<file path="config.mk">
export PLATFORM = sky130hd
export DESIGN_NAME = quote_order_encoder
export DESIGN_NICKNAME = d
export VERILOG_FILES = /design/src/rtl/quote_order_enc_pkg.sv /design/src/rtl/sync_fifo.sv /design/src/rtl/quote_order_encoder.sv
export SDC_FILE = /design/constraint.sdc
export NUM_CORES = 1
export LEC_CHECK = 0
export BUFFER_PORTS_ARGS = -buffer_cell sky130_fd_sc_hd__buf_2
export CORE_ASPECT_RATIO = 0.9
export CORE_UTILIZATION = 48
export CTS_CLUSTER_SIZE = 8
export DETAILED_ROUTE_END_ITERATION = 8
export HOLD_SLACK_MARGIN = 0.03
export PLACE_DENSITY = 0.66
export RECOVER_POWER = 50
export SETUP_SLACK_MARGIN = 0.05
export SYNTH_ARGS = -nofsm -noshare
export SYNTH_HDL_FRONTEND = slang
export SYNTH_SLANG_ARGS = --single-unit
export TNS_END_PERCENT = 10
</file>
<file path="constraint.sdc">
create_clock -name i_clk -period 3.4 [get_ports i_clk]
set_clock_uncertainty 0.05 [all_clocks]
set_input_delay 0.51 -clock i_clk [delete_from_list [all_inputs] [get_ports i_clk]]
set_output_delay 0.51 -clock i_clk [all_outputs]
set_load 0.01 [all_outputs]
</file>
<file path="src/rtl/quote_order_enc_pkg.sv">
// rtl/quote_order_enc_pkg.sv - shared types and constants for the quote order encoder
//
// Purpose : message header byte, FSM state type, quote record type and the
//           message length helper used by quote_order_encoder.
// Macro   : QUOTE_ORDER_ENC_CHECKSUM_EN adds one trailing XOR checksum byte.
// Ports   : none (package).

package quote_order_enc_pkg;

  localparam logic [7:0] ORDER_HEADER = 8'hA5;

  // Price width carried in the buffered quote record; the encoder's
  // DATA_WIDTH parameter must match it.
  localparam int QUOTE_DATA_WIDTH = 32;

  typedef enum logic {
    IDLE = 1'b0,
    SEND = 1'b1
  } state_t;

  // Stock id is stored as a full byte: it goes onto the wire zero-extended.
  typedef struct packed {
    logic [7:0]                  stock_id;
    logic [QUOTE_DATA_WIDTH-1:0] buy_price;
    logic [QUOTE_DATA_WIDTH-1:0] sell_price;
  } quote_t;

  // Header + seq + stock id + both prices (+ optional checksum byte).
  function automatic int msg_len(input int data_width);
`ifdef QUOTE_ORDER_ENC_CHECKSUM_EN
    return 4 + 2 * (data_width / 8);
`else
    return 3 + 2 * (data_width / 8);
`endif
  endfunction

endpackage

</file>
<file path="src/rtl/sync_fifo.sv">
// rtl/sync_fifo.sv - single-clock FIFO with full/empty flags
//
// Purpose : buffers quote records between the no-backpressure quote input
//           and the message serialiser. Show-ahead: o_pop_data is the head.
// Ports   : i_clk, i_reset (sync, active-high), i_push/i_push_data,
//           i_pop, o_pop_data, o_full, o_empty.

module sync_fifo #(
  parameter int WIDTH = 8,
  parameter int DEPTH = 4
) (
  input  logic             i_clk,
  input  logic             i_reset,
  input  logic             i_push,
  input  logic [WIDTH-1:0] i_push_data,
  input  logic             i_pop,
  output logic [WIDTH-1:0] o_pop_data,
  output logic             o_full,
  output logic             o_empty
);

  localparam int AW = $clog2(DEPTH);

  logic [WIDTH-1:0] mem [DEPTH];
  // One extra pointer bit distinguishes full from empty when addresses match.
  logic [AW:0]      wr_ptr;
  logic [AW:0]      rd_ptr;

  logic do_push;
  logic do_pop;

  assign do_push    = i_push && !o_full;
  assign do_pop     = i_pop && !o_empty;
  assign o_empty    = (wr_ptr == rd_ptr);
  assign o_full     = (wr_ptr[AW] != rd_ptr[AW]) && (wr_ptr[AW-1:0] == rd_ptr[AW-1:0]);
  assign o_pop_data = mem[rd_ptr[AW-1:0]];

  always_ff @(posedge i_clk) begin
    if (i_reset) begin
      wr_ptr <= '0;
      rd_ptr <= '0;
    end else begin
      if (do_push) begin
        wr_ptr <= wr_ptr + 1'b1;
      end
      if (do_pop) begin
        rd_ptr <= rd_ptr + 1'b1;
      end
    end
  end

  // Storage needs no reset: entries are only read after being written.
  always_ff @(posedge i_clk) begin
    if (do_push) begin
      mem[wr_ptr[AW-1:0]] <= i_push_data;
    end
  end

endmodule

</file>
<file path="src/rtl/quote_order_encoder.sv">
// rtl/quote_order_encoder.sv - serialises trading quotes into byte messages
//
// Purpose : buffers quotes in a small FIFO (drops and counts on overflow) and
//           emits each as a big-endian message on a valid/ready byte stream:
//           A5, seq, stock id, buy price, sell price [, XOR checksum].
// Macro   : QUOTE_ORDER_ENC_CHECKSUM_EN appends the checksum byte.
// Ports   : i_clk, i_reset (sync, active-high)
//           quote in  : i_buy_price, i_sell_price, i_stock_id, i_data_valid
//           byte out  : o_tdata, o_tvalid, i_tready, o_tlast
//           status    : o_overflow (pulse), o_drop_count (saturating), o_busy

module quote_order_encoder
  import quote_order_enc_pkg::*;
#(
  parameter int DATA_WIDTH = QUOTE_DATA_WIDTH,
  parameter int NUM_STOCKS = 4,
  parameter int FIFO_DEPTH = 4
) (
  input  logic                          i_clk,
  input  logic                          i_reset,
  input  logic [DATA_WIDTH-1:0]         i_buy_price,
  input  logic [DATA_WIDTH-1:0]         i_sell_price,
  input  logic [$clog2(NUM_STOCKS)-1:0] i_stock_id,
  input  logic                          i_data_valid,
  output logic [7:0]                    o_tdata,
  output logic                          o_tvalid,
  input  logic                          i_tready,
  output logic                          o_tlast,
  output logic                          o_overflow,
  output logic [15:0]                   o_drop_count,
  output logic                          o_busy
);

  localparam int MSG_LEN = msg_len(DATA_WIDTH);
  localparam int MSG_W   = MSG_LEN * 8;
  localparam int IDX_W   = $clog2(MSG_LEN);

  state_t           state;
  logic [7:0]       seq;
  logic [IDX_W-1:0] idx;
  // Bytes still to be presented after the one currently on o_tdata, MSB first.
  logic [MSG_W-9:0] rest;

  quote_t     push_q;
  quote_t     head_q;
  logic       fifo_full;
  logic       fifo_empty;
  logic       push;
  logic       drop;
  logic       hs;
  logic       msg_done;
  logic       load;
  logic [7:0] load_seq;
  logic [MSG_W-1:0] load_msg;

  // Builds the complete message image, byte 0 in the top bits.
  function automatic logic [MSG_W-1:0] build_msg(input quote_t q, input logic [7:0] s);
    logic [MSG_W-1:0] m;
    m = '0;
    m[MSG_W-1  -: 8] = ORDER_HEADER;
    m[MSG_W-9  -: 8] = s;
    m[MSG_W-17 -: 8] = q.stock_id;
    m[MSG_W-25 -: DATA_WIDTH]            = q.buy_price[DATA_WIDTH-1:0];
    m[MSG_W-25-DATA_WIDTH -: DATA_WIDTH] = q.sell_price[DATA_WIDTH-1:0];
`ifdef QUOTE_ORDER_ENC_CHECKSUM_EN
    begin
      logic [7:0] x;
      x = 8'h00;
      for (int i = 0; i < MSG_LEN - 1; i++) begin
        x = x ^ m[MSG_W-1-8*i -: 8];
      end
      m[7:0] = x;
    end
`endif
    return m;
  endfunction

  assign push_q.stock_id   = 8'(i_stock_id);
  assign push_q.buy_price  = i_buy_price;
  assign push_q.sell_price = i_sell_price;

  // Full is judged on this cycle's occupancy, so a same-cycle pop does not
  // make room for a quote arriving while full.
  assign push = i_data_valid && !fifo_full;
  assign drop = i_data_valid && fifo_full;

  assign hs       = o_tvalid && i_tready;
  assign msg_done = hs && o_tlast;
  // Load from IDLE, or chain straight into the next message on the last
  // handshake so back-to-back messages have no bubble.
  assign load     = ((state == IDLE) || msg_done) && !fifo_empty;
  // When chaining, the sequence register increments on this same edge.
  assign load_seq = (state == SEND) ? seq + 8'd1 : seq;
  assign load_msg = build_msg(head_q, load_seq);

  assign o_busy = !fifo_empty || (state == SEND);

  sync_fifo #(
    .WIDTH ($bits(quote_t)),
    .DEPTH (FIFO_DEPTH)
  ) u_fifo (
    .i_clk       (i_clk),
    .i_reset     (i_reset),
    .i_push      (push),
    .i_push_data (push_q),
    .i_pop       (load),
    .o_pop_data  (head_q),
    .o_full      (fifo_full),
    .o_empty     (fifo_empty)
  );

  always_ff @(posedge i_clk) begin
    if (i_reset) begin
      state        <= IDLE;
      seq          <= 8'd0;
      idx          <= '0;
      rest         <= '0;
      o_tdata      <= 8'd0;
      o_tvalid     <= 1'b0;
      o_tlast      <= 1'b0;
      o_overflow   <= 1'b0;
      o_drop_count <= 16'd0;
    end else begin
      o_overflow <= drop;
      if (drop && (o_drop_count != 16'hFFFF)) begin
        o_drop_count <= o_drop_count + 16'd1;
      end

      if (msg_done) begin
        seq <= seq + 8'd1;
      end

      if (load) begin
        state    <= SEND;
        o_tvalid <= 1'b1;
        o_tdata  <= load_msg[MSG_W-1 -: 8];
        rest     <= load_msg[MSG_W-9:0];
        idx      <= '0;
        o_tlast  <= 1'b0;
      end else if (msg_done) begin
        state    <= IDLE;
        o_tvalid <= 1'b0;
        o_tlast  <= 1'b0;
      end else if (hs) begin
        o_tdata <= rest[MSG_W-9 -: 8];
        rest    <= rest << 8;
        idx     <= idx + 1'b1;
        // idx names the byte just accepted; the next one is last at MSG_LEN-1.
        o_tlast <= (idx == IDX_W'(MSG_LEN - 2));
      end
    end
  end

endmodule
</file>
==> out/qor.tcl, run 1 <==
set qor(total_number_of_vias) 8664
set qor(rows) 60
set qor(post_cts_hold_buffer_count) 0
set qor(final-instance-count-excl-fill) 1551
set qor(global_route_usage_over_all_layers_pct) 19.41
set qor(grt_start_max_net_pins) 112
set qor(clock_tree_root_buffer_cell) {clkbuf_16}
set qor(port-buffer-count) 97
set qor(synth_sequential_area_ratio_pct) 70.05
set qor(initial_utilization_pct) 49.40
set qor(initial_antenna_violation_count) 1
set qor(powerDensity_nw_per_um2) 768.6
set qor(timing.critical_path.required_ps) 3790
set qor(hold_class) {in2reg}
set qor(grt_pass1_wl_microns) 48350
set qor(cts_tree) {yes}
set qor(finalSetupViolCount) 0
set qor(worst_ep_arrival_time_ps) 3100
set qor(grt_util_met3_pct) 3.701
set qor(die_h_microns) 169.4
set qor(postSynthNetCount) 1080
set qor(skew_pair_late_insertion_delay_ps) 550
set qor(timing.final.hold_violations) 0
set qor(numPlacedInstances) 1454
set qor(slew_headroom_pct) -37.54
set qor(synth.yosys.warnings) 0
set qor(outcome) {complete, but fails checks}
set qor(die_area_sq_um) 31850
set qor(post_dp_cell_area_sq_um) 15900
set qor(hpwlAfterDp_microns) 18140
set qor(critPathMaxFanout) 43
set qor(p_leak_nw) 5.546
set qor(timing.critical_path.mode_cell) {nand2_1}
set qor(multi_input_logic_area_sq_um) 4183
set qor(timing.reg2reg.worst_path_depth) 5
set qor(min-delay-start) {i_sell_price[22]}
set qor(maxClockFrequency_ghz) 0.3690
set qor(vdd_ir_drop_max_v) 0.0004968
set qor(detail_route.drc_violations) 0
set qor(setup.worst_path.start_class) {flip-flop}
set qor(filler_cell_count) 2375
set qor(ys.flop_type) {edfxtp_1}
set qor(post-route-min-period_ps) 2710
set qor(design_area_sq_um) 17320
set qor(global_route.overflow_total) 0
set qor(wl_per_cell_microns) 19.50
set qor(design.portCount) 98
set qor(worstSetupEndpointType) {flip-flop}
set qor(tns_ps) 0
set qor(antenna_cells) 0
set qor(syn2layout_area_growth_pct) 15.86
set qor(synth_area_per_cell_sq_um) 14.93
set qor(globalRouteMet1Util_pct) 28.47
set qor(dp_worst_setup_slack_ps) 1027
set qor(globalRouteMet2Util_pct) 29.68
set qor(gp_congestion) 0.7899
set qor(rsz0062_at_grt) {no}
set qor(cts.sink_count) 391
set qor(total_power_mw) 13.31
set qor(count_of_buffers_added_by_post_cts_timing_repair_for_setup) 0
set qor(design.core.area_sq_um) 30250
set qor(synth_area_leader_cell) {edfxtp_1}
set qor(finish.net_count) 1186
set qor(violations) {capacitance limit, slew limit}
set qor(cts.path.max_buffers) 3
set qor(synthesis.area_sq_um) 14950
set qor(syn-instance-count) 1001
set qor(timing.final.max_slew_violations) 46
set qor(worstReg2RegEnd) {rest[58]}
set qor(worst-path-buf-inv) 1
set qor(avgViaCountPerCell) 5.586
set qor(crit_path_leading_delay_family) {simple AND/OR/NAND/NOR gates}
set qor(critical_path.reg2reg.startpoint) {state}
set qor(slowest_delay_ps) 1010
set qor(drt-initial-drc-count) 685
set qor(ctsHtreeMaxLevel) 2
set qor(regToRegSetupSlack_ps) 690
set qor(crit_cells) 5
set qor(route.antenna.remaining_nets) 0
set qor(drt_pre_antenna_iters) 7
set qor(die-width_microns) 188.0
set qor(first_global_vias) 8623
set qor(postSynthRegisterBits) 391
set qor(drive_gt1_share_pct) 13.85
set qor(number_of_buffers_created_by_cts) 54
set qor(holdPathEnd) {u_fifo.mem[2][22]}
set qor(post_synth_main_area_contributors) {edfxtp_1 53%, dfxtp_1 17%, mux4_2 9.9%}
set qor(hold-path-cell-count) 1
set qor(synth_top_cell_area_share_pct) 53.04
set qor(finalWorstSetupSlack_ps) 689.6
set qor(regArea_sq_um) 10480
set qor(synth_cell_types) 48
set qor(busiest_layer) {met2}
set qor(clk_pin_slew_worst_paths_ps) 50
set qor(path_class) {reg2reg}
set qor(cts_resized) 0
set qor(totalWireLength_microns) 30250
set qor(number_of_enable_flip_flop_cells_after_synthesis) 264
set qor(fin_crit_sh_pct) 79.72
set qor(synth-async-reset-ratio_pct) 0
set qor(drv_cap) 1
set qor(crit_path_cell_trace) {nand2_1 -> nor2_2 -> buf_12 -> nand2_1 -> a311oi_1}
set qor(critPathSlowestCell) {nor2_2}
set qor(worst_pin_slew_ps) 2063
==> layout make-up <==
cell class	instances	area share [%]
well taps	403	2.912
clock inverters	2	0.1878
repair buffers	113	3.251
clock buffers	95	8.814
inverters	9	0.1951
flip-flops and latches	391	60.49
multi-input cells	538	24.15
==> per-stage QoR <==
step                      hold slack [ps]  utilization (%)
after CTS                           81.32            57.72
final                               151.8            57.24
after global placement              391.7            52.57
after floorplan                     382.0                -
after detailed placement            398.6            52.57
after global routing                139.4            57.24
==> metal layers <==
layer / routed length [microns] / part of all wire [%]
met1: 14180 / 47
met4: 501 / 1.7
met5: 13 / 0.043
met3: 1656 / 5.5
met2: 13900 / 46
==> state kept, by name, summed over array words and instances (netlist names), named ones only <==
signal         flops
u_fifo.rd_ptr      3
o_drop_count      16
seq                8
o_tdata            8
rest              80
u_fifo.wr_ptr      3
o_tlast            1
state              1
u_fifo.mem       264
idx                4
o_overflow         1
==> worst max path at each step <==
stage | from | endpoint | slack [ps]
6_report | state | rest[58] | 690
5_1_grt | state | rest[60] | 410
4_1_cts | u_fifo.wr_ptr[0] | o_busy | 1000
3_5_place_dp | i_tready | rest[23] | 1030
3_3_place_gp | state | rest[30] | 1060
2_1_floorplan | u_fifo.wr_ptr[1] | u_fifo.mem[3][0] | 300
==> placed cells by master, fill, tap and decap left out, types with 7 or more instances in the layout <==
cell type | Yosys | routed
clkbuf_1 | 47 | 134
nand2_1 | 150 | 149
nand4_1 | 10 | 10
and2_1 | 12 | 8
clkbuf_16 | 0 | 55
a311oi_1 | 53 | 53
edfxtp_1 | 264 | 264
a211oi_1 | 7 | 7
a22o_1 | 8 | 8
buf_4 | 0 | 10
inv_1 | 9 | 9
a21oi_1 | 26 | 26
mux4_2 | 66 | 66
xor2_1 | 12 | 12
a221o_1 | 10 | 10
o21ai_0 | 11 | 11
xnor2_1 | 12 | 13
dfxtp_1 | 127 | 125
nand3_1 | 10 | 10
nor2_1 | 90 | 89
ha_1 | 9 | 9
==> cell usage after synthesis (all sizes together), types with 4 or more instances <==
| cell type | instances |
|---|---|
| a211oi | 7 |
| a21oi | 27 |
| a221o | 10 |
| a22o | 8 |
| a311oi | 53 |
| a31oi | 5 |
| and2 | 12 |
| and3 | 6 |
| buf | 16 |
| clkbuf | 47 |
| dfxtp | 127 |
| edfxtp | 264 |
| ha | 9 |
| inv | 9 |
| mux4 | 66 |
| nand2 | 150 |
| nand3 | 10 |
| nand4 | 11 |
| nor2 | 90 |
| nor3 | 5 |
| nor4 | 4 |
| o21ai | 12 |
| or3 | 7 |
| xnor2 | 14 |
| xor2 | 13 |
==> power breakdown <==
part	switching [mW]	internal (mW)	leakage, nW
Clock	1.86	3.00	0.739
Combinational	1.43	1.02	1.34
Sequential	0.334	5.66	3.47
==> cell families (layout without fill, tap and decap cells) <==
| kind of cell | Yosys count | after routing | share of synthesized area [%] |
|---|---|---|---|
| DFF | 391 | 391 | 70.05 |
| AOI/OAI and AO/OA | 129 | 129 | 6.563 |
| buffers and inverters | 72 | 219 | 1.934 |
| muxes | 68 | 68 | 10.08 |
| xor gates and xnor gates | 27 | 27 | 1.808 |
| adders and majority gates | 9 | 9 | 0.7534 |
| and+or+nand+nor | 305 | 305 | 8.815 |
Power figures use the tool's default switching activity.
==> run 2, diff against run 1 <==
--- a/config.mk
+++ b/config.mk
@@ -11,7 +11,7 @@
 export CTS_CLUSTER_SIZE = 8
 export DETAILED_ROUTE_END_ITERATION = 8
 export HOLD_SLACK_MARGIN = 0.03
-export PLACE_DENSITY = 0.66
+export PLACE_DENSITY = 0.68
 export RECOVER_POWER = 50
 export SETUP_SLACK_MARGIN = 0.05
 export SYNTH_ARGS = -nofsm -noshare
==> constraint.sdc (replaced) <==
create_clock -name i_clk -period 2.3 [get_ports i_clk]
set_clock_uncertainty 0.05 [all_clocks]
set_input_delay 0.345 -clock i_clk [delete_from_list [all_inputs] [get_ports i_clk]]
set_output_delay 0.345 -clock i_clk [all_outputs]
set_load 0.01 [all_outputs]
==> run 2 against run 1 <==
Effect of this change: the flow now finishes without violations; first-iteration DRC count is 9.9% higher; die area unchanged; clock-buffer cell count up 1; sequential power up 48%; sequential share of layout area shrank 2.9 points.
==> out/qor.tcl, run 2 (synthesis gave the netlist of run 1 again) <==
set qor(outcome) {completed}
set qor(clock_power_share_pct) 36.3
set qor(wl_per_cell_microns) 18.60
set qor(totalWireLength_microns) 30410
set qor(clock_tree_root_buffer_cell) {clkbuf_16}
set qor(worst_ep_arrival_time_ps) 1780
set qor(number_of_buffers_created_by_cts) 54
set qor(combPwrFrac_pct) 19.2
set qor(switchingPower_mw) 5.418
set qor(rows) 60
set qor(hold_class) {in2reg}
set qor(timing.final.hold_violations) 0
set qor(cts.path.max_buffers) 3
set qor(final-instance-count-excl-fill) 1635
set qor(syn2layout_area_growth_pct) 21.80
set qor(switch_share_pct) 27.13
set qor(avgViaCountPerCell) 5.483
set qor(setup.worst_path.start_class) {flip-flop}
set qor(design.portCount) 98
set qor(gp_congestion) 0.8051
set qor(finalWorstSetupSlack_ps) 128.6
set qor(internal-power_mw) 14.55
set qor(die-width_microns) 188.0
set qor(initial_antenna_violation_count) 0
set qor(path_class) {reg2out}
set qor(drv_cap) 0
set qor(worst_hold_margin_ps) 76.12
set qor(drive_gt1_share_pct) 14.38
set qor(grt_pass1_wl_microns) 48560
set qor(vdd_ir_drop_max_v) 0.0008557
set qor(tns_ps) 0
set qor(timing.critical_path.required_ps) 1900
set qor(timing.final.max_slew_violations) 0
set qor(maxClockFrequency_ghz) 0.4605
set qor(largest_reg_flops) 264
set qor(port-buffer-count) 97
set qor(die_h_microns) 169.4
set qor(numPlacedInstances) 1469
set qor(global_route_usage_over_all_layers_pct) 19.46
set qor(first_global_vias) 8821
set qor(initial_utilization_pct) 49.40
set qor(post-route-min-period_ps) 2171
set qor(p_leak_nw) 5.926
set qor(most-common-layout-cells) {264 x edfxtp_1, 150 x nand2_1, 137 x clkbuf_1, 122 x dfxtp_1, 89 x nor2_1}
set qor(ctsHtreeMaxLevel) 2
set qor(dp_worst_setup_slack_ps) 287.9
set qor(skew_pair_late_insertion_delay_ps) 560
set qor(worst_pin_slew_ps) 708.8
set qor(design.core.area_sq_um) 30250
set qor(power.share.sequential_pct) 44.5
set qor(total_number_of_vias) 8964
set qor(cts.sink_count) 391
set qor(clk_pin_slew_worst_paths_ps) 50
set qor(drt_pre_antenna_iters) 4
set qor(cts_tree) {yes}
set qor(die_area_sq_um) 31850
set qor(drt-initial-drc-count) 753
set qor(hpwlAfterDp_microns) 18170
set qor(slew_headroom_pct) 52.57
set qor(rsz0062_at_grt) {no}
set qor(worstSetupEndpointType) {output pin}
set qor(grt_start_max_net_pins) 112
set qor(finalSetupViolCount) 0
set qor(total_power_mw) 19.97
set qor(route.antenna.remaining_nets) 0
set qor(powerDensity_nw_per_um2) 1097
set qor(layout.cells.most_common) {edfxtp_1}
set qor(detail_route.drc_violations) 0
set qor(finish.net_count) 1268
set qor(fin_crit_sh_pct) 94.41
set qor(critPathMaxFanout) 5
set qor(global_route.overflow_total) 0
==> run 2: routing by layer <==
layer  global-route usage, %  wire [microns]
met4                   5.161             486
met1                   28.98           14200
met5                       0               0
met3                   3.474            1803
met2                   29.57           13910
==> run 2: power by group through the flow <==
stage	Combinational, mW	Sequential (mW)	Clock [mW]
floorplan	2.74	8.79	0
global placement	3.75	8.97	0
detailed placement	3.81	8.99	0
CTS	3.93	8.87	7.42
global route	4.21	8.96	7.73
finish	3.84	8.88	7.26
==> run 2: stage by stage <==
step	util, %	area, sq um
finish	60.17	18210
floorplan	-	14950
global placement	53.15	16080
detailed placement	53.15	16080
global route	60.17	18200
CTS	60.61	18340
==> run 2: area by class of cell <==
type / count / area (sq um)
clock inverter: 2 / 50.05
antenna: 1 / 2.502
timing repair buffer: 195 / 1394
inverter: 9 / 33.78
tap: 403 / 504.2
multi-input combinational: 538 / 4212
sequential: 391 / 10480
fill: 2290 / 12050
clock buffer: 96 / 1530
==> run 2: what timing repair did <==
| item | 4_1_cts | 5_1_grt |
|---|---|---|
| buffers inserted | 1 | 0 |
| hold endpoints to repair | 264 | 0 |
| gates cloned | 0 | 0 |
| setup endpoints to repair | 1 | 1 |
| pin swaps | 1 | 0 |
| resized for setup | 2 | 3 |
| hold buffers | 66 | 0 |
==> run 2: critical path, cell delays in order (launching register included) <==
cell     delay (ps)
dfxtp_2         360
xnor2_4         250
and3_4          240
buf_4           130
nand2_1          80
buf_2           150
==> run 2: worst paths after layout <==
path,startpoint,endpoint,slack (ps),cells after the start
worst min register to register,o_tdata[1],o_tdata[1],400,2
worst max register to register,u_fifo.wr_ptr[0],u_fifo.mem[1][31],190,6
worst min-delay path,i_data_valid,o_overflow,80,3
worst max-delay path,u_fifo.wr_ptr[1],o_busy,130,5
